## src/rtl/strided_fifo_feeder.sv

```systemverilog
// Strided buffer reader that deals words round-robin into NUM_CH FIFOs.
// A 2-entry tagged skid buffer absorbs the 1-cycle read latency and per-channel back-pressure.
module strided_fifo_feeder #(
   parameter int WIDTH      = 16,
   parameter int ADDR_WIDTH = 16,
   parameter int NUM_CH     = 4
) (
   input  logic                  clk,
   input  logic                  rstn,
   input  logic                  start,
   input  logic                  abort,
   input  logic                  loop,
   input  logic [ADDR_WIDTH-1:0] base_addr,
   input  logic [ADDR_WIDTH-1:0] addr_step,
   input  logic [ADDR_WIDTH-1:0] end_addr,
   output logic                  mem_cs,
   output logic [ADDR_WIDTH-1:0] mem_addr,
   input  logic [WIDTH-1:0]      from_mem,
   input  logic [NUM_CH-1:0]     full,
   output logic [NUM_CH-1:0]     w_en,
   output logic [WIDTH-1:0]      to_fifo,
   output logic                  busy,
   output logic                  done
);

   localparam int CW = (NUM_CH > 1) ? $clog2(NUM_CH) : 1;
   localparam logic [CW-1:0] CH_LAST = CW'(NUM_CH - 1);

   typedef enum logic [3:0] {
      S_IDLE   = 4'b0001,
      S_LOAD   = 4'b0010,
      S_DRAIN  = 4'b0100,
      S_FINISH = 4'b1000
   } state_t;

   state_t                r_state, w_next;
   logic [ADDR_WIDTH-1:0] r_base, r_step, r_end, r_addr;
   logic                  r_loop;
   logic [CW-1:0]         r_ch;
   logic                  r_if_vld;
   logic [CW-1:0]         r_if_tag;
   logic [WIDTH-1:0]      r_data [2];
   logic [CW-1:0]         r_tag  [2];
   logic [1:0]            r_cnt;

   logic                  w_pop, w_issue, w_wrap, w_drained, w_wr_idx, w_launch;
   logic [2:0]            w_occ;
   logic [ADDR_WIDTH:0]   w_sum;

   // Occupancy counts words already buffered plus the read whose data lands this cycle.
   assign w_pop     = (r_cnt != 2'd0) && !full[r_tag[0]];
   assign w_occ     = {1'b0, r_cnt} + {2'b0, r_if_vld} - {2'b0, w_pop};
   assign w_issue   = (r_state == S_LOAD) && !abort && (w_occ < 3'd2);
   assign w_sum     = {1'b0, r_addr} + {1'b0, r_step};
   assign w_wrap    = w_sum[ADDR_WIDTH] || (w_sum[ADDR_WIDTH-1:0] > r_end);
   assign w_drained = (r_cnt == {1'b0, w_pop}) && !r_if_vld;
   assign w_wr_idx  = (r_cnt == 2'd1) && !w_pop;
   assign w_launch  = (r_state == S_IDLE) && start && !abort;

   always_ff @(posedge clk or negedge rstn) begin
      if (!rstn) r_state <= S_IDLE;
      else       r_state <= w_next;
   end

   always_comb begin
      w_next = r_state;
      case (r_state)
         S_IDLE:   if (w_launch) w_next = (base_addr <= end_addr) ? S_LOAD : S_FINISH;
         S_LOAD:   if (abort) w_next = S_IDLE;
                   else if (w_issue && w_wrap && !r_loop) w_next = S_DRAIN;
         S_DRAIN:  if (abort) w_next = S_IDLE;
                   else if (w_drained) w_next = S_FINISH;
         S_FINISH: w_next = S_IDLE;
         default:  w_next = S_IDLE;
      endcase
   end

   always_comb begin
      w_en    = '0;
      to_fifo = '0;
      if (w_pop) begin
         w_en[r_tag[0]] = 1'b1;
         to_fifo        = r_data[0];
      end
   end

   assign mem_cs   = w_issue;
   assign mem_addr = r_addr;
   assign busy     = (r_state != S_IDLE);
   assign done     = (r_state == S_FINISH) && !abort;

   always_ff @(posedge clk or negedge rstn) begin
      if (!rstn) begin
         r_base   <= '0;
         r_step   <= '0;
         r_end    <= '0;
         r_addr   <= '0;
         r_loop   <= 1'b0;
         r_ch     <= '0;
         r_if_vld <= 1'b0;
         r_if_tag <= '0;
         r_data   <= '{default: '0};
         r_tag    <= '{default: '0};
         r_cnt    <= 2'd0;
      end else begin
         if (w_launch) begin
            r_base <= base_addr;
            r_step <= (addr_step == '0) ? ADDR_WIDTH'(1) : addr_step;
            r_end  <= end_addr;
            r_loop <= loop;
            r_addr <= base_addr;
            r_ch   <= '0;
         end
         // On wrap the channel restarts at 0 so every pass maps identically.
         if (w_issue) begin
            r_if_tag <= r_ch;
            if (w_wrap) begin
               r_addr <= r_base;
               r_ch   <= '0;
            end else begin
               r_addr <= w_sum[ADDR_WIDTH-1:0];
               r_ch   <= (r_ch == CH_LAST) ? '0 : r_ch + 1'b1;
            end
         end
         if (abort && (r_state != S_IDLE)) begin
            r_if_vld <= 1'b0;
            r_cnt    <= 2'd0;
         end else begin
            r_if_vld <= w_issue;
            if (w_pop) begin
               r_data[0] <= r_data[1];
               r_tag[0]  <= r_tag[1];
            end
            if (r_if_vld) begin
               r_data[w_wr_idx] <= from_mem;
               r_tag[w_wr_idx]  <= r_if_tag;
            end
            r_cnt <= r_cnt + {1'b0, r_if_vld} - {1'b0, w_pop};
         end
      end
   end

endmodule

```

## config.mk

```make
export PLATFORM = sky130hd
export DESIGN_NAME = strided_fifo_feeder
export DESIGN_NICKNAME = d
export VERILOG_FILES = /design/src/rtl/strided_fifo_feeder.sv
export SDC_FILE = /design/constraint.sdc
export NUM_CORES = 1
export LEC_CHECK = 0
export ABC_AREA = 0
export BUFFER_PORTS_ARGS = -buffer_cell sky130_fd_sc_hd__buf_2
export CAP_MARGIN = 25
export CORE_ASPECT_RATIO = 0.7
export CORE_MARGIN = 8
export CORE_UTILIZATION = 57
export DETAILED_ROUTE_END_ITERATION = 6
export GPL_TIMING_DRIVEN = 0
export PLACE_DENSITY = 0.81
export SYNTH_ARGS = -nofsm -noshare
export SYNTH_HDL_FRONTEND = slang
export SYNTH_SLANG_ARGS = --single-unit
```

## constraint.sdc

```tcl
create_clock -name clk -period 4.8 [get_ports clk]
set_input_delay 0.24 -clock clk [delete_from_list [all_inputs] [get_ports clk]]
set_output_delay 0.24 -clock clk [all_outputs]
set_load 0.05 [all_outputs]
```

After elaboration in Yosys (flattened, before gate mapping)
Cells that the tools add are included.
{"block": "word_totals", "regBits": 112, "input_bits": 73, "output_inout_bits": 39, "elab_cells": 99}
{"block": "op_classes", "add_sub_neg": 6, "magnitude_cmp": 7, "n_eq_ne": 11, "n_mux": 35, "n_bitwise": 2, "n_reduce_logical": 24}
{"op": "16-bit 2-to-1 mux", "n": 8}
{"op": "32-bit bitwise mux", "n": 1}
{"op": "32-bit 2-to-1 mux", "n": 1}
{"op": "4-bit 2-to-1 mux", "n": 8}
{"op": "16-bit by 16-bit adder with 17-bit output", "n": 1}
{"op": "16-bit demux with 1-bit select", "n": 1}
{"op": "16-bit greater-than comparator", "n": 1}
{"op": "16-bit <= comparator", "n": 1}
{"op": "16-bit logical NOT", "n": 1}
{"op": "2-bit 2-to-1 mux", "n": 8}
{"op": "1-bit logical AND", "n": 13}
{"op": "4-bit case mux with 3 select lines", "n": 1}
{"op": "1-bit logical NOT", "n": 5}
{"op": "4-bit bitwise mux", "n": 1}
{"op": "4-bit by 1-bit == test with 1-bit output (second input constant)", "n": 1}
{"op": "4-bit by 2-bit == test with 1-bit output (second input constant)", "n": 1}
{"op": "4-bit by 3-bit == test with 1-bit output (second input constant)", "n": 1}
{"op": "4-bit == test (second input constant)", "n": 1}
{"op": "4-bit by 1-bit != test with 1-bit output (second input constant)", "n": 1}
{"op": "2-bit nonzero test", "n": 2}
{"op": "2-bit by 1-bit adder with 3-bit output", "n": 1}
{"op": "2-bit by 3-bit < comparator with 1-bit output (second input constant)", "n": 1}
{"op": "3-bit by 2-bit < comparator with 1-bit output (second input constant)", "n": 1}
{"op": "1-bit 2-to-1 mux", "n": 3}
{"op": "other kinds (21)", "n": 21}

Logic depth before layout (Yosys ltp)
Gate-level depths: netlist of the first run.
{"block": "logic_depth", "ltp_word": 13, "depth_mapped": 17, "depth_no_buf": 15}

Worst setup path after synthesis of the first run
No wires, ideal clock.
{"block": "synth_path", "kind": "register to register", "startpoint": "reg r_addr[0] (netlist: mem_addr[0])", "endpoint": "reg r_addr[10] (netlist: mem_addr[10])", "setup_ns": 0.140, "t_arrival_ns": 3.873, "t_required_ns": 4.660, "slack_ns": 0.787, "stages_incl_launch_ff": 17, "n_path_buf": 1, "period_less_slack_ns": 4.013, "path_cell_list": "dfrtp_1 ha_1 fa_1 a211oi_2 o21bai_2 o21ai_0 o21ai_0 xor2_1 ha_1 a21oi_1 nand2_1 a221oi_2 o211ai_2 a211oi_4 buf_8 mux2i_1 a21oi_1"}
{"block": "synth_between", "elab_chain_len": 5}
{"element": "from (decl)", "line_no": "37", "text": "logic [ADDR_WIDTH-1:0] r_base, r_step, r_end, r_addr;"}
{"element": "from (signal assigned)", "line_no": "111", "text": "r_addr <= base_addr;"}
{"element": "from (signal assigned)", "line_no": "118", "text": "r_addr <= r_base;"}
{"element": "from (signal assigned)", "line_no": "121", "text": "r_addr <= w_sum[ADDR_WIDTH-1:0];"}
{"element": "16-bit by 16-bit adder with 17-bit output *", "line_no": "54", "text": "assign w_sum = {1'b0, r_addr} + {1'b0, r_step};"}
{"element": "16-bit greater-than comparator", "line_no": "55", "text": "assign w_wrap = w_sum[ADDR_WIDTH] || (w_sum[ADDR_WIDTH-1:0] > r_end);"}
{"element": "1-bit logical OR", "line_no": "55"}
{"element": "16-bit 2-to-1 mux *", "line_no": "117", "text": "if (w_wrap) begin"}
{"element": "16-bit 2-to-1 mux *", "line_no": "115", "text": "if (w_issue) begin"}
Every way passes the cells marked *; elsewhere a longest branch is shown, timed or not.
A chain may end at the register's enable or synchronous reset.

Worst setup path in the final report of the first run
{"block": "layout_path", "startpoint": "reg r_tag[3] in the netlist's numbering", "endpoint": "out mem_cs"}
{"block": "layout_between", "elab_chain_len": 7}
{"element": "from (decl)", "line_no": "43", "text": "logic [CW-1:0] r_tag [2];"}
{"element": "from (signal, indexed assignment)", "line_no": "136", "text": "r_tag[w_wr_idx] <= r_if_tag;"}
{"element": "1-bit binary-select mux with 2-bit select", "line_no": "51", "text": "assign w_pop = (r_cnt != 2'd0) && !full[r_tag[0]];"}
{"element": "1-bit 2-to-1 mux (not written as such)", "line_no": "51"}
{"element": "1-bit logical NOT", "line_no": "51"}
{"element": "1-bit logical AND", "line_no": "51"}
{"element": "3-bit by 1-bit subtractor with 3-bit output", "line_no": "52", "text": "assign w_occ = {1'b0, r_cnt} + {2'b0, r_if_vld} - {2'b0, w_pop};"}
{"element": "3-bit by 2-bit < comparator with 1-bit output", "line_no": "53", "text": "assign w_issue = (r_state == S_LOAD) && !abort && (w_occ < 3'd2);"}
{"element": "1-bit logical AND", "line_no": "53"}
{"element": "to (decl)", "line_no": "16", "text": "output logic mem_cs,"}
Every way passes these cells. The select of a mux whose other input is x is not followed.

==> impl_metrics.py, run 1 <==
metrics = {
    "min_path": {
        "whs_path_depth": 3,
        "hp-start": "addr_step[8]",
        "hold_end": "r_step[8]",
        "hold_path.class": "input port to register",
    },
    "synthesis": {
        "synth_edf_count": 0,
        "netlist_instances": 714,
        "synth_top_area_share_pct": 42.3,
        "synthArstFlopShare_pct": 100,
        "ys_seq_elements": 112,
        "syn_nets": 840,
        "syn_area_um2": 6570,
        "yosysUniqueCellTypes": 66,
        "synth_top_area_cell": "dfrtp_1",
        "syn_area_per_cell_um2": 9.19,
        "yosys_warnings": 0,
        "ys_seq_area_share_pct": 42.7,
        "synth.area.top_cells": "dfrtp_1, ha_1, nand2_1",
        "ys_dominant_reg_cell": "dfrtp_1",
        "synthTopCellsByCount": "nand2_1, dfrtp_1, a21oi_1",
        "yosysMostFrequentCell": "nand2_1",
    },
    "power": {
        "p_leak_uw": 0.00405,
        "cellPowerDensity_nw_per_um2": 636,
        "peakVddDrop_uv": 249,
    },
    "timing": {
        "holdWs_ns": 0.0822,
        "grt_setup_unrepaired": "no",
        "setup_viol": 0,
        "slew_viol_final": 0,
        "tightest_slew_ns": 0.924,
        "min_period_over_period_pct": 92.3,
        "hold_violations": 0,
        "relSlewSlack_pct": 37.8,
        "tns_ns": 0,
        "finalCriticalPeriod_ns": 4.43,
        "worst_clock_skew_ns": 0.00741,
        "max_freq_ghz": 0.226,
    },
    "floorplanning": {
        "rows": 32,
        "dieArea_um2": 15300,
        "io_pins": 112,
        "die_x_um": 144,
        "die_height_um": 106,
        "coreArea_um2": 11100,
        "start_util_pct": 59.0,
    },
    "critical_path": {
        "r2r-end": "mem_addr[4]",
        "path_class": "register to output pin",
        "r2r_slack_ns": 0.42,
        "required_ns": 4.56,
        "rr_worst_depth": 16,
        "critPathCaptureType": "output pin",
        "crit_arrival_ns": 4.19,
        "path_max_fanout": 10,
        "cp-startpoint": "r_tag[3]",
        "start_kind": "register",
        "reg2reg_from": "mem_addr[0]",
    },
    "job": {
        "maxCapViolCount": 0,
    },
    "global_routing": {
        "antenna_found_initial": 0,
        "grt_usage_pct": 24.8,
        "grt_pass1_wl_um": 29800,
        "grt_max_degree": 73,
        "grt_pass1_vias": 5820,
        "grt_overflow": 0,
    },
    "layout": {
        "drive_gt1_share_pct": 22.1,
        "fin_nets": 963,
        "syn_to_final_growth_pct": 17.0,
        "antenna_cells": 0,
    },
    "routing": {
        "routed_wirelength_um": 18800,
        "detail_route.wl_per_cell_um": 18.9,
        "dr.pass1.iters": 5,
        "via_count": 5884,
        "drcViolationCount": 0,
        "viasPerCell": 5.91,
        "drtAntennaViolNets": 0,
        "drtIter0Drc": 458,
    },
    "clock_network": {
        "cts_buffer_depth": 2,
        "htree_levels": 3,
        "clk_latency_ns": 0.36,
        "clock_sinks": 112,
        "clockRootBuffer": "clkbuf_16",
        "cts_tree": "done",
        "cts_buffers": 9,
        "clk_pin_slew_ns": 0.08,
    },
    "place": {
        "gp_congestion": 0.903,
        "hpwlAfterDp_um": 14200,
        "port_buffers": 110,
    },
    "run_status": {
        "status": "complete, no violations",
    },
}
-- final cells by class --
cell class / count / area, um2
Tap cell: 153 / 191
Buffer: 31 / 166
Timing Repair Buffer: 113 / 598
Clock inverter: 7 / 100
Fill cell: 877 / 3450
Clock buffer: 9 / 225
Multi-Input combinational cell: 533 / 3450
Inverter: 37 / 140
Sequential cell: 112 / 2800
-- logic make-up after synthesis --
logic type,synth area share (%)
buffers and inverters,4.69
muxes,6.14
DFF,42.7
xor gates and xnor gates,1.73
AOI/OAI and AO/OA,15.0
adders and majority gates,10.3
and+or+nand+nor,19.4
-- through the flow --
| stage | worst slack (ns) | total power [uW] | util (%) | cell area (um2) | std cells |
|---|---|---|---|---|---|
| after CTS | 0.284 | 4850 | 69.0 | 7680 | 995 |
| after global placement | 0.330 | 3880 | 65.6 | 7310 | 977 |
| after global routing | 0.103 | 5170 | 69.0 | 7680 | 995 |
| after detailed placement | 0.204 | 4000 | 65.9 | 7340 | 978 |
| final | 0.372 | 4880 | 69.0 | 7680 | 995 |
| after floorplan | 0.787 | 3350 | - | 6570 | 714 |
-- timing repair --
item                                    CTS  global route
endpoints found under the setup margin    1             1
hold endpoints to repair                 40             0
gates cloned                              0             0
buffers inserted                          1             0
hold buffers                              1             0
pin swaps                                 1             0
resized for setup                         1             2
-- power breakdown --
part | internal [uW] | switching (uW)
logic | 988 | 1690
registers | 1190 | 181
clock network | 464 | 372
total | 2640 | 2240
-- worst max-delay path, stage by stage, from the launching register on --
cell	delay [ns]
dfrtp_1	0.37
buf_4	0.16
mux2i_1	0.19
o22ai_2	0.14
a21oi_2	0.24
clkbuf_1	0.31
clkbuf_2	0.29
ha_1	0.27
inv_1	0.09
ha_1	0.15
inv_1	0.05
fa_1	0.37
xnor2_1	0.20
nand4_1	0.19
clkinv_2	0.20
buf_2	0.30
buf_2	0.32
-- worst max-delay path by stage --
stage / slack (ns) / depth (start not counted) / endpoint
floorplan: 0.79 / 16 / mem_addr[10]
global placement: 0.33 / 17 / mem_cs
detailed placement: 0.20 / 17 / mem_cs
CTS: 0.28 / 16 / mem_cs
global route: 0.10 / 16 / mem_cs
finish: 0.37 / 16 / mem_cs
-- placed cells by master, fill, tap and decap left out, types with 7 or more instances in the layout --
cell type / n
o21ai_0: 32
mux2_2: 10
and3_1: 14
nand2_1: 161
mux2i_1: 14
nand3_1: 10
inv_1: 36
clkbuf_1: 13
a21o_1: 7
nor2_1: 31
ha_1: 51
nand4_1: 7
a21oi_1: 61
and2_1: 17
o22ai_1: 20
xnor2_1: 8
mux2_4: 10
buf_2: 118
dfrtp_1: 111
clkbuf_16: 9
-- routing by layer --
layer,wire length [um],GRT usage [%]
met5,0,0
met2,8570,37.8
met4,472,9.55
met1,8080,33.6
met3,1640,5.95
(Power assumes the default switching activity.)
==> inputs of run 2 (changes only) <==
Settings changed: CORE_UTILIZATION 57 to 45, PLACE_DENSITY 0.81 to 0.66.
Clock period 4.8 ns to 4.9 ns, I/O delays scaled along.
==> impl_metrics.py, run 2 (same netlist as run 1, synthesis figures left out) <==
metrics = {
    "power": {
        "peakVddDrop_uv": 226,
        "p_clk_share_pct": 15.6,
        "p_leak_uw": 0.00403,
        "cellPowerDensity_nw_per_um2": 604,
        "pwr-share-seq_pct": 28.5,
        "switchingPower_uw": 2170,
        "swShare_pct": 46.7,
        "comb_power_share_pct": 55.9,
        "internal-power_uw": 2480,
    },
    "timing": {
        "slew_viol_final": 0,
        "tightest_slew_ns": 0.681,
        "finalCriticalPeriod_ns": 4.52,
        "tns_ns": 0,
        "setup_viol": 0,
        "grt_setup_unrepaired": "no",
        "min_period_over_period_pct": 92.2,
        "timing.final.ws_setup_ns": 0.384,
        "hold_violations": 0,
        "holdWs_ns": 0.0913,
        "max_freq_ghz": 0.221,
        "relSlewSlack_pct": 54.6,
        "worst_clock_skew_ns": 0.00877,
    },
    "global_routing": {
        "antenna_found_initial": 0,
        "grt_pass1_wl_um": 28900,
        "grt_usage_pct": 19.5,
        "grt_max_degree": 94,
        "grt_overflow": 0,
        "grt_pass1_vias": 5347,
    },
    "place": {
        "dp_slack_ns": 0.242,
        "gp_congestion": 0.826,
        "port_buffers": 110,
        "hpwlAfterDp_um": 13800,
    },
    "floorplanning": {
        "rows": 37,
        "io_pins": 112,
        "die_x_um": 160,
        "start_util_pct": 45.3,
        "dieArea_um2": 18800,
        "die_height_um": 117,
        "coreArea_um2": 14500,
    },
    "critical_path": {
        "worstPathCellList": "buf_4 -> mux2i_1 -> o22ai_2 -> a21oi_2 -> clkbuf_1 -> clkbuf_2 -> ha_1 -> inv_1 -> ha_1 -> inv_1 -> fa_1 -> xnor2_1 -> nand4_1 -> clkinv_2 -> buf_2 -> buf_2",
        "slowest_stage": "dfrtp_1",
        "required_ns": 4.66,
        "cp_slowest_stage_delay_ns": 0.37,
        "crit_family": "buffers and inverters",
        "critPathCaptureType": "output pin",
        "start_kind": "register",
        "critPathBufInv": 8,
        "path_class": "register to output pin",
        "crit_arrival_ns": 4.27,
        "path_max_fanout": 10,
    },
    "clock_network": {
        "cts_tree": "done",
        "clk_latency_ns": 0.35,
        "clk_pin_slew_ns": 0.08,
        "htree_levels": 3,
        "cts_buffers": 9,
        "clockRootBuffer": "clkbuf_16",
        "cts_buffer_depth": 2,
        "clock_sinks": 112,
    },
    "layout": {
        "final_cell_mix": "nand2_1, buf_2, dfrtp_1, a21oi_1, ha_1",
        "register_area_um2": 2800,
        "finish.utilization_pct": 53.1,
        "syn_to_final_growth_pct": 17.1,
        "fillCellCount": 1408,
        "multi_input_area_um2": 3450,
        "drive_gt1_share_pct": 22.0,
        "fin_nets": 963,
        "final_common_cell": "nand2_1",
    },
    "routing": {
        "drtAntennaViolNets": 0,
        "maxUsedRoutingLayer": "met4",
        "routed_wirelength_um": 18100,
        "viasPerCell": 5.38,
        "drcViolationCount": 0,
        "dr.pass1.iters": 5,
        "route.met3.wl_um": 1030,
        "detail_route.wl_per_cell_um": 17.4,
        "drtIter0Drc": 522,
        "wl_met2_um": 7660,
        "via_count": 5582,
        "drt-met1-wl_um": 9200,
    },
    "job": {
        "maxCapViolCount": 0,
    },
    "min_path": {
        "hold_path.class": "input port to register",
    },
    "run_status": {
        "status": "complete, no violations",
    },
}
## run 2: changes by cell type in the layout (fill, tap and decap cells not counted), sizes merged
cell    delta
bufinv     -2
diode      +1
inv        +1
clkbuf     +1
## run 2: tightest hold or removal path, cell delays in order
cell and delay [ns]:
buf_2 0.09, nand2_1 0.04, nand2_1 0.04
## run 2: power by group through the flow
stage                     clock, uW  sequential [uW]  combinational, uW
final                           724             1320               2600
after floorplan                   0             1430               1850
after global routing            766             1350               2850
after detailed placement          0             1340               2560
after global placement            0             1340               2520
after CTS                       737             1320               2580
## run 2: repair_timing
item | in CTS | in global routing
hold buffers | 1 | 0
pin swaps | 1 | 0
setup buffers | 1 | 0
hold endpoints to repair | 19 | 0
endpoints found under the setup margin | 1 | 1
gates resized for setup | 1 | 2
## run 2: through the flow
stage | instance area (um2) | power (uW) | std cells
floorplan | 6570 | 3280 | 714
global placement | 7360 | 3860 | 1019
detailed placement | 7390 | 3900 | 1020
CTS | 7690 | 4640 | 1037
global route | 7690 | 4970 | 1037
finish | 7690 | 4640 | 1038
## run 2: area by class of cell
cell class | count | area share, %
tap | 195 | 3.17
multi-input combinational | 533 | 44.9
inverter | 37 | 1.82
timing repair buffer | 113 | 7.83
sequential | 112 | 36.5
clock buffer | 10 | 2.98
buffer | 31 | 2.16
clock inverter | 6 | 0.635
antenna | 1 | 0.0325
## run 2: final timing paths
kind / start / end / slack [ns] / depth (start not counted)
worst min register to register: r_loop / r_loop / 0.48 / 2
worst max register to register: mem_addr[0] / mem_addr[4] / 0.45 / 15
min in group asynchronous: rstn / async pin / 0.29 / 2
max in group asynchronous: rstn / mem_addr[15] / 3.90 / 3
worst max-delay path: r_tag[3] / mem_cs / 0.38 / 16
worst min-delay path: addr_step[5] / r_step[5] / 0.09 / 3
## run 2: layer usage
metal	track usage (%)	up-vias
met2	28.6	153
met3	3.53	15
li1	-	2721
met5	0	-
met1	29.2	2693
met4	4.59	0
==> inputs of run 3 (changes only) <==
Settings changed: BUFFER_PORTS_ARGS -buffer_cell sky130_fd_sc_hd__buf_2 to -buffer_cell sky130_fd_sc_hd__clkbuf_2, CORE_MARGIN 8 to 1.5.
==> impl_metrics.py, run 3 (same netlist as run 1, synthesis figures left out) <==
metrics = {
    "run_status": {
        "status": "complete, no violations",
    },
    "clock_network": {
        "clk_pin_slew_ns": 0.07,
        "htree_levels": 3,
        "ctsHoldBuffers": 0,
        "clk_latency_ns": 0.36,
        "cts_tree": "done",
        "cts_buffer_depth": 2,
        "clock_sinks": 112,
        "clockRootBuffer": "clkbuf_16",
        "cts_buffers": 9,
        "post_cts_buffers": 0,
    },
    "critical_path": {
        "r2r-end": "mem_addr[6]",
        "reg2reg_from": "mem_addr[0]",
        "crit_arrival_ns": 4.36,
        "path_max_fanout": 10,
        "rr_worst_depth": 15,
        "critPathCaptureType": "output pin",
        "path_class": "register to output pin",
        "start_kind": "register",
        "r2r_slack_ns": 0.54,
        "required_ns": 4.66,
    },
    "floorplanning": {
        "die_x_um": 147,
        "rows": 36,
        "die_height_um": 104,
        "coreArea_um2": 14100,
        "start_util_pct": 46.6,
        "io_pins": 112,
        "dieArea_um2": 15300,
    },
    "place": {
        "gp_congestion": 0.956,
        "port_buffers": 110,
        "hpwlAfterDp_um": 13900,
    },
    "routing": {
        "dr.pass1.iters": 7,
        "routed_wirelength_um": 18400,
        "route.met3.wl_um": 1230,
        "drcViolationCount": 0,
        "wl_met2_um": 7900,
        "drtAntennaViolNets": 0,
        "drt-met1-wl_um": 8850,
        "detail_route.wl_per_cell_um": 17.8,
        "via_count": 5690,
        "maxUsedRoutingLayer": "met4",
        "viasPerCell": 5.52,
        "drtIter0Drc": 482,
    },
    "timing": {
        "tns_ns": 0,
        "min_period_over_period_pct": 94.0,
        "holdWs_ns": 0.0133,
        "grt_setup_unrepaired": "no",
        "slew_viol_final": 0,
        "max_freq_ghz": 0.217,
        "hold_violations": 0,
        "finalCriticalPeriod_ns": 4.60,
        "setup_viol": 0,
        "tightest_slew_ns": 0.913,
        "worst_clock_skew_ns": 0.00851,
        "relSlewSlack_pct": 39.1,
    },
    "power": {
        "cellPowerDensity_nw_per_um2": 613,
        "p_leak_uw": 0.00403,
        "peakVddDrop_uv": 240,
    },
    "global_routing": {
        "grt_pass1_wl_um": 29500,
        "antenna_found_initial": 0,
        "grt_pass1_vias": 5631,
        "grt_usage_pct": 24.7,
        "grt_overflow": 0,
        "grt_max_degree": 113,
    },
    "layout": {
        "final_cell_mix": "nand2_1, clkbuf_2, dfrtp_1, a21oi_1, ha_1",
        "fin_nets": 961,
        "multi_input_area_um2": 3450,
        "antenna_cells": 0,
        "drive_gt1_share_pct": 21.9,
        "syn_to_final_growth_pct": 16.9,
        "register_area_um2": 2800,
        "fillCellCount": 1228,
        "final_common_cell": "nand2_1",
    },
    "min_path": {
        "hold_path.class": "input port to async pin",
    },
    "job": {
        "maxCapViolCount": 0,
    },
}
==> run 3: power breakdown <==
| part | switching (uW) | internal [uW] | total (uW) |
|---|---|---|---|
| combinational | 1640 | 959 | 2600 |
| clock | 350 | 426 | 776 |
| sequential | 173 | 1160 | 1340 |
==> run 3: how the worst max path moves through the flow <==
stage                startpoint            to  slack (ns)  depth (start not counted)
floorplan           mem_addr[0]  mem_addr[10]        0.89                         16
global placement       r_tag[3]        mem_cs        0.38                         17
detailed placement     r_tag[3]        mem_cs        0.32                         17
CTS                    r_tag[3]        mem_cs        0.07                         17
global route           r_tag[3]        mem_cs       0.002                         17
finish                 r_tag[3]        mem_cs        0.30                         17
==> run 3: metal layers <==
layer	global-route usage, %	up-vias
li1	-	2708
met1	36.9	2762
met2	35.4	194
met3	4.91	26
met4	8.57	0
met5	0	-
==> run 3: per-stage QoR <==
| step | worst slack [ns] | utilization (%) | total power (uW) | cell area, um2 | instances |
|---|---|---|---|---|---|
| after CTS | 0.0692 | 54.4 | 4700 | 7670 | 1030 |
| final | 0.296 | 54.4 | 4710 | 7670 | 1030 |
| after floorplan | 0.887 | - | 3280 | 6570 | 714 |
| after global routing | 0.00205 | 54.4 | 5050 | 7670 | 1030 |
| after global placement | 0.383 | 52.2 | 3820 | 7350 | 1014 |
| after detailed placement | 0.317 | 52.2 | 3920 | 7360 | 1014 |
==> run 3: worst max-delay path: stages, from the launching register on <==
cell and delay [ns]:
dfrtp_1 0.37, buf_4 0.16, mux2i_1 0.19, o22ai_2 0.13, a21oi_2 0.22, clkbuf_1 0.30, clkbuf_2 0.27, ha_1 0.26
inv_1 0.10, ha_1 0.15, inv_1 0.05, fa_1 0.38, xnor2_1 0.20, nand4_1 0.13, clkbuf_2 0.24, clkinv_2 0.18
buf_2 0.32, clkbuf_2 0.34
==> run 3: area by class of cell <==
class | count | area share [%]
clock buffer | 12 | 3.34
buffer | 32 | 2.23
timing repair buffer | 110 | 7.29
tap | 190 | 3.10
inverter | 37 | 1.83
multi-input combinational | 533 | 45.0
sequential | 112 | 36.5
clock inverter | 4 | 0.685
==> run 3: timing repair <==
action | 4_1_cts | 5_1_grt
gates resized for setup | 1 | 4
endpoints found under the hold margin | 0 | 0
setup endpoints to repair | 1 | 1
pin swaps | 0 | 0
